### src/rtl/mult_18_ccff_loader.sv
// Serialises configuration words onto the mult_18 grid scan chain (ccff_head),
// LSB first, with framing checks on the total bit count and cfg_last.
module mult_18_ccff_loader #(
    parameter int unsigned TOTAL_BITS = 40,
    parameter int unsigned WORD_W     = 32
) (
    input  logic              prog_clk,
    input  logic              pReset,
    input  logic              start,
    input  logic              cfg_valid,
    input  logic [WORD_W-1:0] cfg_data,
    input  logic              cfg_last,
    output logic              cfg_ready,
    output logic              ccff_head,
    output logic              config_enable,
    output logic              done,
    output logic              error,
    output logic [15:0]       bit_count
);

    localparam int unsigned RW       = $clog2(WORD_W + 1);
    localparam logic [16:0] TOTAL_W  = 17'(TOTAL_BITS);
    localparam logic [16:0] WORD_LIM = 17'(WORD_W);

    typedef enum logic [1:0] {
        IDLE,
        LOAD,
        DONE
    } state_t;

    state_t            state, state_next;
    logic [WORD_W-1:0] buffer;
    logic [RW-1:0]     remaining;
    logic [15:0]       accepted;
    logic              last_word;

    logic              accept;
    logic              pass_end;
    logic              restart;
    logic [16:0]       left;
    logic [RW-1:0]     take;
    logic [15:0]       count_inc;
    logic              at_total;

    // remaining counts the bit currently on ccff_head, so "one left" means the
    // next edge may load a fresh word without leaving a bubble.
    always_comb begin
        left      = TOTAL_W - {1'b0, accepted};
        take      = RW'((left < WORD_LIM) ? left : WORD_LIM);
        at_total  = ({1'b0, bit_count} >= TOTAL_W);
        count_inc = at_total ? bit_count : bit_count + 16'd1;
        cfg_ready = (state == LOAD) && (remaining <= RW'(1))
                    && ({1'b0, accepted} < TOTAL_W) && !last_word;
        accept    = cfg_valid && cfg_ready;
        pass_end  = (state == LOAD) && !accept && (remaining == RW'(1))
                    && (last_word || at_total);
        restart   = (state != LOAD) && start;
    end

    always_comb begin
        state_next = state;
        case (state)
            IDLE:    if (start) state_next = LOAD;
            LOAD:    if (pass_end) state_next = DONE;
            DONE:    if (start) state_next = LOAD;
            default: state_next = IDLE;
        endcase
    end

    always_ff @(posedge prog_clk or posedge pReset) begin
        if (pReset) begin
            state <= IDLE;
        end else begin
            state <= state_next;
        end
    end

    always_ff @(posedge prog_clk or posedge pReset) begin
        if (pReset) begin
            buffer        <= '0;
            remaining     <= '0;
            accepted      <= '0;
            last_word     <= 1'b0;
            ccff_head     <= 1'b0;
            config_enable <= 1'b0;
            done          <= 1'b0;
            error         <= 1'b0;
            bit_count     <= '0;
        end else if (restart) begin
            buffer        <= '0;
            remaining     <= '0;
            accepted      <= '0;
            last_word     <= 1'b0;
            ccff_head     <= 1'b0;
            config_enable <= 1'b0;
            done          <= 1'b0;
            error         <= 1'b0;
            bit_count     <= '0;
        end else if (state == LOAD) begin
            if (accept) begin
                buffer        <= cfg_data >> 1;
                remaining     <= take;
                accepted      <= accepted + 16'(take);
                last_word     <= cfg_last;
                ccff_head     <= cfg_data[0];
                config_enable <= 1'b1;
                bit_count     <= count_inc;
            end else if (remaining > RW'(1)) begin
                buffer        <= buffer >> 1;
                remaining     <= remaining - RW'(1);
                ccff_head     <= buffer[0];
                config_enable <= 1'b1;
                bit_count     <= count_inc;
            end else begin
                remaining     <= '0;
                ccff_head     <= 1'b0;
                config_enable <= 1'b0;
                if (pass_end) begin
                    done  <= 1'b1;
                    error <= !(last_word && at_total);
                end
            end
        end else begin
            ccff_head     <= 1'b0;
            config_enable <= 1'b0;
        end
    end

endmodule
### config.mk
export PLATFORM = sky130hd
export DESIGN_NAME = mult_18_ccff_loader
export DESIGN_NICKNAME = d
export VERILOG_FILES = /design/src/rtl/mult_18_ccff_loader.sv
export SDC_FILE = /design/constraint.sdc
export NUM_CORES = 1
export LEC_CHECK = 0
export CAP_MARGIN = 30
export CORE_MARGIN = 1
export CORE_UTILIZATION = 59
export CTS_BUF_LIST = sky130_fd_sc_hd__clkbuf_8
export DETAILED_ROUTE_END_ITERATION = 7
export PLACE_DENSITY = 0.86
export RECOVER_POWER = 100
export SLEW_MARGIN = 20
export SYNTH_ARGS = -nofsm -noshare
export SYNTH_HDL_FRONTEND = slang
export SYNTH_SLANG_ARGS = --single-unit
### constraint.sdc
create_clock -name prog_clk -period 5.4 [get_ports prog_clk]
set_clock_uncertainty 0.1 [all_clocks]
set_input_delay 1.08 -clock prog_clk [delete_from_list [all_inputs] [get_ports prog_clk]]
set_output_delay 1.08 -clock prog_clk [all_outputs]
set_load 0.1 [all_outputs]
==> impl_metrics.json <==
{
  "run_status": "finished with violations",
  "violations": "capacitance limit, slew limit",
  "cts_buffers": 9,
  "power.density_mw_per_mm2": 545.0,
  "clkTransAtPathRegs_ns": 0.08,
  "drc": 0,
  "p_int_w": 0.001435,
  "switching_share": 0.4272,
  "ir_worst_vdd_mv": 0.3638,
  "cts_setup_buffers": 0,
  "cap_violations": 1,
  "dp_hpwl_um": 5677,
  "post_cts_resized": 0,
  "die_x_um": 81.87,
  "critPathCaptureType": "primary output",
  "period_needed_ns": 4.232,
  "portBuffers": 57,
  "ys_types": 54,
  "rows": 28,
  "overflow": 0,
  "worst_setup_path_start_kind": "register",
  "syn_avg_cell_area_sq_um": 10.69,
  "p_leak_nw": 2.367,
  "seqPwrFrac": 0.346,
  "synth_ff_type": "dfrtp_1",
  "grt_use_total": 0.2685,
  "core-area_sq_mm": 0.006026,
  "report.final.slew_viol_count": 37,
  "htreeDepth": 3,
  "ios": 58,
  "ys_ff_latch": 76,
  "crit_buf_inv": 1,
  "nFillCells": 426,
  "initial_core_util": 0.6246,
  "clkPwrFrac": 0.199,
  "drt-total-wl_um": 8292,
  "vias_per_cell": 6.084,
  "synth.cell_area_sq_mm": 0.003764,
  "hold_viol": 0,
  "area_growth_pct": 22.11,
  "setup_viol": 0,
  "grt_max_degree": 46,
  "slowest_delay_ns": 1.21,
  "antenna_left": 0,
  "hold-worst-slack_ns": 0.3825,
  "place_congestion": 0.9096,
  "clock_latency_ns": 0.34,
  "postCtsHoldBufs": 0,
  "nets": 453,
  "finalNonFillerCells": 488,
  "yosys_warnings": 0,
  "cp_top_family": "buffers and inverters",
  "cts_max_path_buffers": 2,
  "grt_pass1_wl_um": 13370,
  "required_ns": 4.22,
  "syn_nets": 397,
  "p_comb_frac": 0.455,
  "relSlewSlack": -0.2268,
  "fmax_mhz": 236.3,
  "drive_gt1_frac": 0.06053,
  "antenna_found_initial": 0,
  "syn_inst": 352,
  "fin_setup_tns_ns": 0,
  "drt_iter0_markers": 190,
  "crit_chain": "or4_4 -> nor3_4 -> and3_1 -> dlygate4sd3_1",
  "critical_path_class": "reg -> out",
  "detail_route.wl_per_cell_um": 16.99,
  "slowest_stage": "dlygate4sd3_1",
  "synth_top_area_cell": "dfrtp_1",
  "drtPass1Iterations": 4,
  "die_h_um": 81.87,
  "synth_top_area_frac": 0.5053,
  "tritoncts": "done",
  "ys_seq_area_frac": 0.5053,
  "die_area_sq_mm": 0.006703,
  "async_flop_share": 1.000,
  "hold_path_class": "reg -> reg",
  "synth_edf_count": 0,
  "crit_arrival_ns": 3.05,
  "ys_top_cells_by_area": "dfrtp_1 (51%), a22o_1 (7.4%), a21o_1 (6.8%)",
  "switchingPower_w": 0.001070,
  "grt_pass1_vias": 2733,
  "critPathMaxFanout": 6,
  "dp.cells": 469,
  "rsz0062_at_grt": "no",
  "ctsRootBufferMaster": "clkbuf_8",
  "cts_sinks": 76,
  "vias": 2969,
  "antenna_cells": 0,
  "worst_slew_pin_slew_ns": 1.840,
  "min_period_over_period": 0.7837
}
==> cells in the mapped netlist (3+ instances only) <==
| library cell | n |
|---|---|
| and3_1 | 5 |
| mux2i_1 | 7 |
| buf_6 | 3 |
| nand2b_1 | 5 |
| a21oi_1 | 10 |
| clkbuf_1 | 11 |
| nand3_1 | 8 |
| nor2_1 | 20 |
| a22o_1 | 32 |
| inv_1 | 14 |
| o21ai_0 | 17 |
| nand2_1 | 16 |
| and2_1 | 20 |
| ha_1 | 7 |
| buf_2 | 3 |
| a21o_1 | 34 |
| dfrtp_1 | 76 |
| nor4_1 | 7 |
| o22ai_1 | 3 |
| xnor2_1 | 3 |
| nand4_1 | 6 |
==> power groups by stage <==
stage / Combinational (W) / Clock [W] / Sequential [W]
finish: 0.00114 / 0.000498 / 0.000866
floorplan: 0.000710 / 0 / 0.00105
global route: 0.00124 / 0.000530 / 0.000888
global placement: 0.00111 / 0 / 0.000863
detailed placement: 0.00115 / 0 / 0.000876
CTS: 0.00115 / 0.000502 / 0.000865
==> sequential cells by signal (all words and copies together), names as in the netlist <==
name / count
accepted: 16
bit_count: 16
buffer: 31
ccff_head: 1
config_enable: 1
done: 1
error: 1
last_word: 1
remaining: 6
state: 2
==> metrics by stage <==
step	worst slack (ns)	instance area, sq um	total power, W	util
finish	1.168	4596	0.002505	0.7627
CTS	1.211	4597	0.002521	0.7629
floorplan	2.191	3764	0.001761	-
global placement	1.621	4348	0.001969	0.7216
global route	0.9767	4596	0.002658	0.7627
detailed placement	1.603	4363	0.002023	0.7240
==> final cells by class <==
cell class                      count  area [sq um]  share of cell area
Sequential cell                    76          1902              0.4138
Clock inverter                      6         96.34             0.02096
Timing Repair Buffer               63         609.3              0.1326
Tap cell                           75         93.84             0.02042
Clock buffer                       10         137.6             0.02995
Multi-Input combinational cell    244          1704              0.3708
Inverter                           14         52.55             0.01143
==> logic make-up (layout without fill, tap and decap cells) <==
kind of cell,count (synthesis),count (layout),synth area share
multiplexers,7,7,0.01862
XOR/XNOR,5,5,0.01164
buffers and inverters,32,93,0.03989
AO/OA/AOI/OAI,126,126,0.2513
AND/OR/NAND/NOR,98,98,0.1446
flip-flops,76,76,0.5053
adder cells (fa/ha/maj),8,8,0.02859
==> placed cells by master, fill, tap and decap left out, types with 6 or more instances in the layout <==
master	synthesis	layout
nand3_1	8	8
a22o_1	32	32
a21oi_1	10	11
nor4_1	7	7
o21ai_0	17	18
and2_0	0	14
clkbuf_8	0	10
clkdlybuf4s50_1	0	33
mux2i_1	7	7
dlygate4sd3_1	0	24
nand2_1	16	16
ha_1	7	7
inv_1	14	14
nand4_1	6	7
a21o_1	34	34
nor2_1	20	19
dfrtp_1	76	76
and2_1	20	6
==> path summary, 6_finish.rpt <==
path	to	startpoint	slack (ns)	depth (start not counted)
min	buffer[1]	buffer[1]	0.38	1
min reg2reg	buffer[1]	buffer[1]	0.38	1
max in group asynchronous	buffer[7]	pReset	1.57	4
max reg2reg	accepted[6]	accepted[10]	1.77	11
max	cfg_ready	remaining[2]	1.17	4
min in group asynchronous	bit_count[9]	pReset	1.03	2
==> per-layer routing <==
layer,vias to the layer above,part of all wire,global-route usage
met1,1459,0.46,0.3717
met2,77,0.48,0.4207
met3,12,0.051,0.06444
li1,1421,-,-
met4,0,0.013,0.07719
met5,-,0,0
No activity file was read; power rests on OpenSTA's default activity.
